<file path="config.mk">
export PLATFORM = sky130hd
export DESIGN_NAME = imm_pick
export DESIGN_NICKNAME = d
export VERILOG_FILES = /design/src/rtl/imm_pick.sv
export SDC_FILE = /design/constraint.sdc
export NUM_CORES = 1
export LEC_CHECK = 0
export CAP_MARGIN = 20
export CORE_ASPECT_RATIO = 1.5
export CORE_UTILIZATION = 36
export DETAILED_ROUTE_END_ITERATION = 12
export MAX_ROUTING_LAYER = met4
export PLACE_DENSITY = 0.78
export SETUP_SLACK_MARGIN = 0.2
export SLEW_MARGIN = 10
export SYNTH_ARGS = -nofsm -noshare
export SYNTH_HDL_FRONTEND = slang
export SYNTH_SLANG_ARGS = --single-unit
export TNS_END_PERCENT = 1
</file>
<file path="constraint.sdc">
create_clock -name CLK -period 1.6 [get_ports CLK]
set_clock_uncertainty 0.1 [all_clocks]
set_input_delay 0.32 -clock CLK [delete_from_list [all_inputs] [get_ports CLK]]
set_output_delay 0.32 -clock CLK [all_outputs]
set_load 0.02 [all_outputs]
</file>
<file path="src/rtl/imm_pick.sv">
// Immediate generator: rebuilds the sign-extended RV32 immediate (I/S/U/B/J) from the instruction word.
// Latency: 1 cycle; the decoded immediate is captured on every rising edge of CLK.
// Backpressure: none; there is no enable or handshake, and a new value is taken every cycle.
module imm_pick (
  input  logic        CLK,
  input  logic        RESET,
  input  logic [31:0] INSTRUCTION,
  input  logic [2:0]  IMM_PICK,
  output logic [31:0] IMMEDIATE
);

  typedef enum logic [2:0] {
    FMT_I = 3'b000,
    FMT_S = 3'b001,
    FMT_U = 3'b010,
    FMT_B = 3'b011,
    FMT_J = 3'b100
  } fmt_e;

  logic [31:0] imm_d;
  logic [31:0] imm_q;
  logic        sign;

  // The sign bit of every sign-extended format is the instruction MSB.
  assign sign = INSTRUCTION[31];

  // Pure combinational field reassembly for the selected format; reserved selects give zero.
  always_comb begin
    imm_d = 32'h0000_0000;
    case (IMM_PICK)
      FMT_I: imm_d = {{20{sign}}, INSTRUCTION[31:20]};
      FMT_S: imm_d = {{20{sign}}, INSTRUCTION[31:25], INSTRUCTION[11:7]};
      FMT_U: imm_d = {INSTRUCTION[31:12], 12'h000};
      FMT_B: imm_d = {{19{sign}}, sign, INSTRUCTION[7], INSTRUCTION[30:25],
                      INSTRUCTION[11:8], 1'b0};
      FMT_J: imm_d = {{11{sign}}, sign, INSTRUCTION[19:12], INSTRUCTION[20],
                      INSTRUCTION[30:21], 1'b0};
      default: imm_d = 32'h0000_0000;
    endcase
  end

  // Output register; reset wins over any input combination.
  always_ff @(posedge CLK) begin
    if (RESET) begin
      imm_q <= 32'h0000_0000;
    end else begin
      imm_q <= imm_d;
    end
  end

  assign IMMEDIATE = imm_q;

endmodule

</file>
==> flow_metrics.tcl, run 1 <==
set metrics [dict create \
    die_area_um2 3380 \
    fillCellCount 276 \
    hold_violations 0 \
    core_area_um2 2940 \
    cts_max_path_buffers 2 \
    final_cell_mix "35 x dlygate4sd2_1, 32 x dfxtp_1, 26 x clkdlybuf4s50_1" \
    post-place-ws_ns -0.392 \
    min-delay-path-class "input pin to register" \
    cts_tree "built" \
    cp.required_ns 1.18 \
    ys_seq_area_share_pct 56.5 \
    diodes 0 \
    vias_per_cell 4.93 \
    ys_warn_count 0 \
    place.gp.congestion 0.739 \
    crit_chain "dlygate4sd2_1" \
    endpoint_kind "output pin" \
    nets 227 \
    drive_above_1_share_pct 12.1 \
    tns_ns 0 \
    fin_util_pct 63.8 \
    cp_slowest_cell "dlygate4sd2_1" \
    antenna_found_initial 0 \
    syn-num-nets 156 \
    drv_slew 0 \
    critPathBufInv 1 \
    path_max_fanout 1 \
    area_growth_pct 65.6 \
    setup-violations-final 0 \
    critical-path-top-delay-family "buffers and inverters" \
    ctsHtreeMaxLevel 2 \
    tightestPinTransition_ns 0.411 \
    status "finished clean" \
    path_depth 1 \
    grt_pass1_vias 1147 \
    grt_start_max_net_pins 15 \
    p_leak_nw 0.859 \
    slew_headroom_pct 72.5 \
    ant_nets 0 \
    dp.cells 222 \
    grt_use_total_pct 22.4 \
    synth_area_um2 1130 \
    drt-initial-drc-count 13 \
    clk_pin_slew_worst_paths_ns 0.06 \
    routed_wl_mm 3.24 \
    die_w_um 47.8 \
    cts-root-buf "clkbuf_8" \
    seq_area_um2 641 \
    synth.distinct_cells 25 \
    num_rows 24 \
    fmax_mhz 730 \
    initial_core_util_pct 38.5 \
    die_h_um 70.7 \
    whs_path_depth 2 \
    via_count 1128 \
    synth.avg_cell_area_um2 9.53 \
    port_buffers 61 \
    grt_overflow 0 \
    routedWlPerCell_um 14.1 \
    largest_register_ffs 32 \
    maxCapViolCount 0 \
    fin_crit_sh_pct 85.6 \
    drt_pass1_iterations 4 \
    ys_seq_elements 32 \
    setup_slack_ns 0.231 \
    multiInputGateArea_um2 453 \
    crit_type "register to output pin" \
    rsz0062_at_grt "yes" \
    ioPinCount 69 \
    cts_num_sinks 32 \
    crit_path_start_kind "register" \
    peakVddDrop_uv 501 \
    finalCriticalPeriod_ns 1.37 \
    drc 0 \
    final_common_cell "dlygate4sd2_1" \
    cts_setup_buffers 0 \
    arrival_ns 0.95 \
    stdcell_count 229 \
    grt_first_pass_wirelength_mm 5.16 \
    syn_inst 119 \
    cts_made_buffers 5 \
    max_stage_delay_ns 0.35 \
    powerDensity_nw_per_um2 925 \
    dp_hpwl_mm 2.41 \
]
==> synthesized netlist by cell type <==
cell	number	area (um2)
buf_4	1	7.51
nor3b_2	1	12.5
nor4_1	1	6.26
a211oi_1	1	7.51
or2_1	1	6.26
dfxtp_1	32	641
nand2_1	12	45.0
nor2_1	5	18.8
buf_6	1	11.3
nor3b_1	1	7.51
nand3b_1	1	7.51
clkbuf_2	1	5.00
clkbuf_1	3	11.3
o21ai_0	8	40.0
and2_1	6	37.5
inv_1	2	7.51
and2b_1	1	7.51
a31oi_1	2	12.5
a221oi_2	1	15.0
a22oi_1	4	30.0
a21oi_1	19	95.1
and2b_2	1	8.76
nor2b_1	10	62.6
buf_2	2	10.0
mux2i_1	2	20.0
==> stage by stage <==
stage	hold slack, ns	cell area, um2	power [W]
finish	0.398	1880	0.00174
global route	0.429	1880	0.00181
CTS	0.368	1870	0.00175
detailed placement	0.805	1830	0.00121
global placement	0.810	1830	0.00120
floorplan	0.334	1130	0.00102
==> cell families after synthesis <==
family                 share of synthesized area [%]
AOI/OAI and AO/OA                               17.7
buffers and inverters                           4.64
DFF                                             56.5
muxes                                           1.77
and+or+nand+nor                                 19.4
==> worst paths after layout <==
path           end    startpoint
max   IMMEDIATE[1]  IMMEDIATE[1]
min   IMMEDIATE[0]   IMM_PICK[1]
==> layer usage <==
layer	GRT usage [%]	vias up	share of wire, %
li1	-	541	-
met1	20.4	533	35
met2	38.6	45	56
met3	6.12	9	6.4
met4	12.3	0	2.6
met5	-	-	0
==> power by group <==
part / internal (W) / leakage, nW / switching, W / total (W)
clock network: 0.000295 / 0.0410 / 0.000276 / 0.000570
logic: 0.000154 / 0.554 / 0.000161 / 0.000315
registers: 0.000841 / 0.263 / 0.00000991 / 0.000850
total: 0.00129 / 0.859 / 0.000447 / 0.00174
==> what timing repair did <==
item,4_1_cts,5_1_grt
endpoints found under the setup margin,63,10
hold buffers,0,0
resized for setup,37,1
==> layout make-up <==
| class | count | share of cell area, % |
|---|---|---|
| timing repair buffer | 72 | 34.6 |
| sequential | 32 | 34.1 |
| clock buffer | 6 | 3.87 |
| clock inverter | 1 | 0.267 |
| multi-input combinational | 77 | 24.1 |
| inverter | 2 | 0.400 |
| tap | 39 | 2.60 |
Note: power is estimated with default switching activity, not from simulation.
==> run 2: changes to the inputs <==
--- a/config.mk
+++ b/config.mk
@@ -6,7 +6,6 @@
 export NUM_CORES = 1
 export LEC_CHECK = 0
 export CAP_MARGIN = 20
-export CORE_ASPECT_RATIO = 1.5
 export CORE_UTILIZATION = 36
 export DETAILED_ROUTE_END_ITERATION = 12
 export MAX_ROUTING_LAYER = met4
==> run 2 against run 1 <==
Non-clock buffer count is 1 lower; fmax is 1.3% lower; critical path depth stayed put; flip-flop and latch count stayed put; routed wire length is 7.0% lower; highest routed layer unchanged.
==> flow_metrics.tcl, run 2 (synthesis results as in run 1) <==
set metrics [dict create \
    clk_pin_slew_worst_paths_ns 0.10 \
    fin_area_um2 1890 \
    dp_hpwl_mm 2.26 \
    ant_nets 0 \
    drive_above_1_share_pct 14.8 \
    fmax_mhz 721 \
    cp_slowest_cell "dlygate4sd2_1" \
    grt_start_max_net_pins 12 \
    place_area_um2 1830 \
    nets 226 \
    fin_crit_sh_pct 86.7 \
    die_w_um 58.1 \
    largest_register_ffs 32 \
    crit_path_start_kind "register" \
    diodes 0 \
    port_buffers 61 \
    cts_tree "built" \
    cts-root-buf "clkbuf_4" \
    drt-initial-drc-count 27 \
    grt_overflow 0 \
    maxCapViolCount 0 \
    dp.cells 224 \
    cts_max_path_buffers 2 \
    drv_slew 0 \
    area_growth_pct 67.1 \
    finalCriticalPeriod_ns 1.39 \
    routed_wl_mm 3.01 \
    arrival_ns 0.97 \
    holdPathEnd "IMMEDIATE[0]" \
    hp-start "IMM_PICK[1]" \
    critical-path-top-delay-family "buffers and inverters" \
    hold_violations 0 \
    status "finished clean" \
    final_common_cell "dfxtp_1" \
    routedWlPerCell_um 13.0 \
    endpoint_kind "output pin" \
    drt_pass1_iterations 4 \
    setup-violations-final 0 \
    tightestPinTransition_ns 0.403 \
    min-delay-path-class "input pin to register" \
    ctsHtreeMaxLevel 2 \
    crit_chain "dlygate4sd2_1" \
    peakVddDrop_uv 360 \
    slew_headroom_pct 73.0 \
    rsz0062_at_grt "yes" \
    ioPinCount 69 \
    die_area_um2 3380 \
    final_cell_mix "32 x dfxtp_1, 26 x clkdlybuf4s50_1, 22 x clkdlybuf4s15_1" \
    powerDensity_nw_per_um2 839 \
    grt_first_pass_wirelength_mm 4.51 \
    core_area_um2 2880 \
    path_max_fanout 1 \
    cts_num_sinks 32 \
    grt_pass1_vias 1047 \
    drc 0 \
    whs_path_depth 3 \
    stdcell_count 231 \
    num_rows 19 \
    via_count 1085 \
    cts_made_buffers 5 \
    max_stage_delay_ns 0.33 \
    p_leak_nw 0.784 \
    vias_per_cell 4.70 \
    initial_core_util_pct 39.4 \
    die_h_um 58.1 \
    grt_use_total_pct 18.8 \
    critPathBufInv 1 \
    place.gp.congestion 0.878 \
    antenna_found_initial 0 \
    crit_type "register to output pin" \
    cp.required_ns 1.18 \
]
run 2: how the worst max path moves through the flow:
stage / endpoint / cells past startpoint / slack, ns / from
3_3_place_gp: IMMEDIATE[19] / 4 / -0.27 / IMM_PICK[2]
4_1_cts: IMMEDIATE[29] / 4 / 0.05 / IMM_PICK[0]
6_report: IMMEDIATE[25] / 1 / 0.21 / IMMEDIATE[25]
2_1_floorplan: IMMEDIATE[19] / 4 / 0.34 / IMM_PICK[1]
3_5_place_dp: IMMEDIATE[17] / 4 / -0.36 / IMM_PICK[2]
5_1_grt: IMMEDIATE[8] / 1 / 0.16 / IMMEDIATE[8]
run 2: repair_timing:
action,in CTS,in global routing
endpoints found under the setup margin,58,55
resized for setup,62,7
hold buffers,0,0
buffers inserted,0,0
pin swaps,0,0
run 2: final cells by class:
type | count | area (um2)
Inverter | 2 | 7.51
Timing Repair Buffer | 71 | 684
Clock buffer | 6 | 41.3
Multi-Input combinational cell | 77 | 463
Sequential cell | 32 | 641
Clock inverter | 1 | 5.00
Fill cell | 244 | 982
Tap cell | 42 | 52.6
run 2: metal layers:
metal | vias up | GRT usage, % | share of wire, %
li1 | 539 | - | -
met1 | 499 | 18.5 | 40
met2 | 40 | 33.7 | 52
met3 | 7 | 6.25 | 5.9
met4 | 0 | 8.16 | 1.8
met5 | - | - | 0
run 2: stage by stage:
step	hold WS [ns]	worst slack (ns)	util, %	TNS, ns	power [W]
after floorplan	0.334	0.345	-	0	0.00102
after global placement	0.815	-0.272	63.5	-6.04	0.00120
after detailed placement	0.810	-0.364	63.5	-7.89	0.00121
after CTS	0.462	0.0537	65.1	0	0.00159
after global routing	0.388	0.162	65.9	0	0.00166
final	0.365	0.213	65.9	0	0.00159
run 2: power breakdown:
part	switching, W	total (W)	internal (W)	leakage (nW)
Sequential	0.0000115	0.000851	0.000839	0.263
Combinational	0.000159	0.000322	0.000163	0.493
Clock	0.000255	0.000416	0.000161	0.0281
Total	0.000425	0.00159	0.00116	0.784
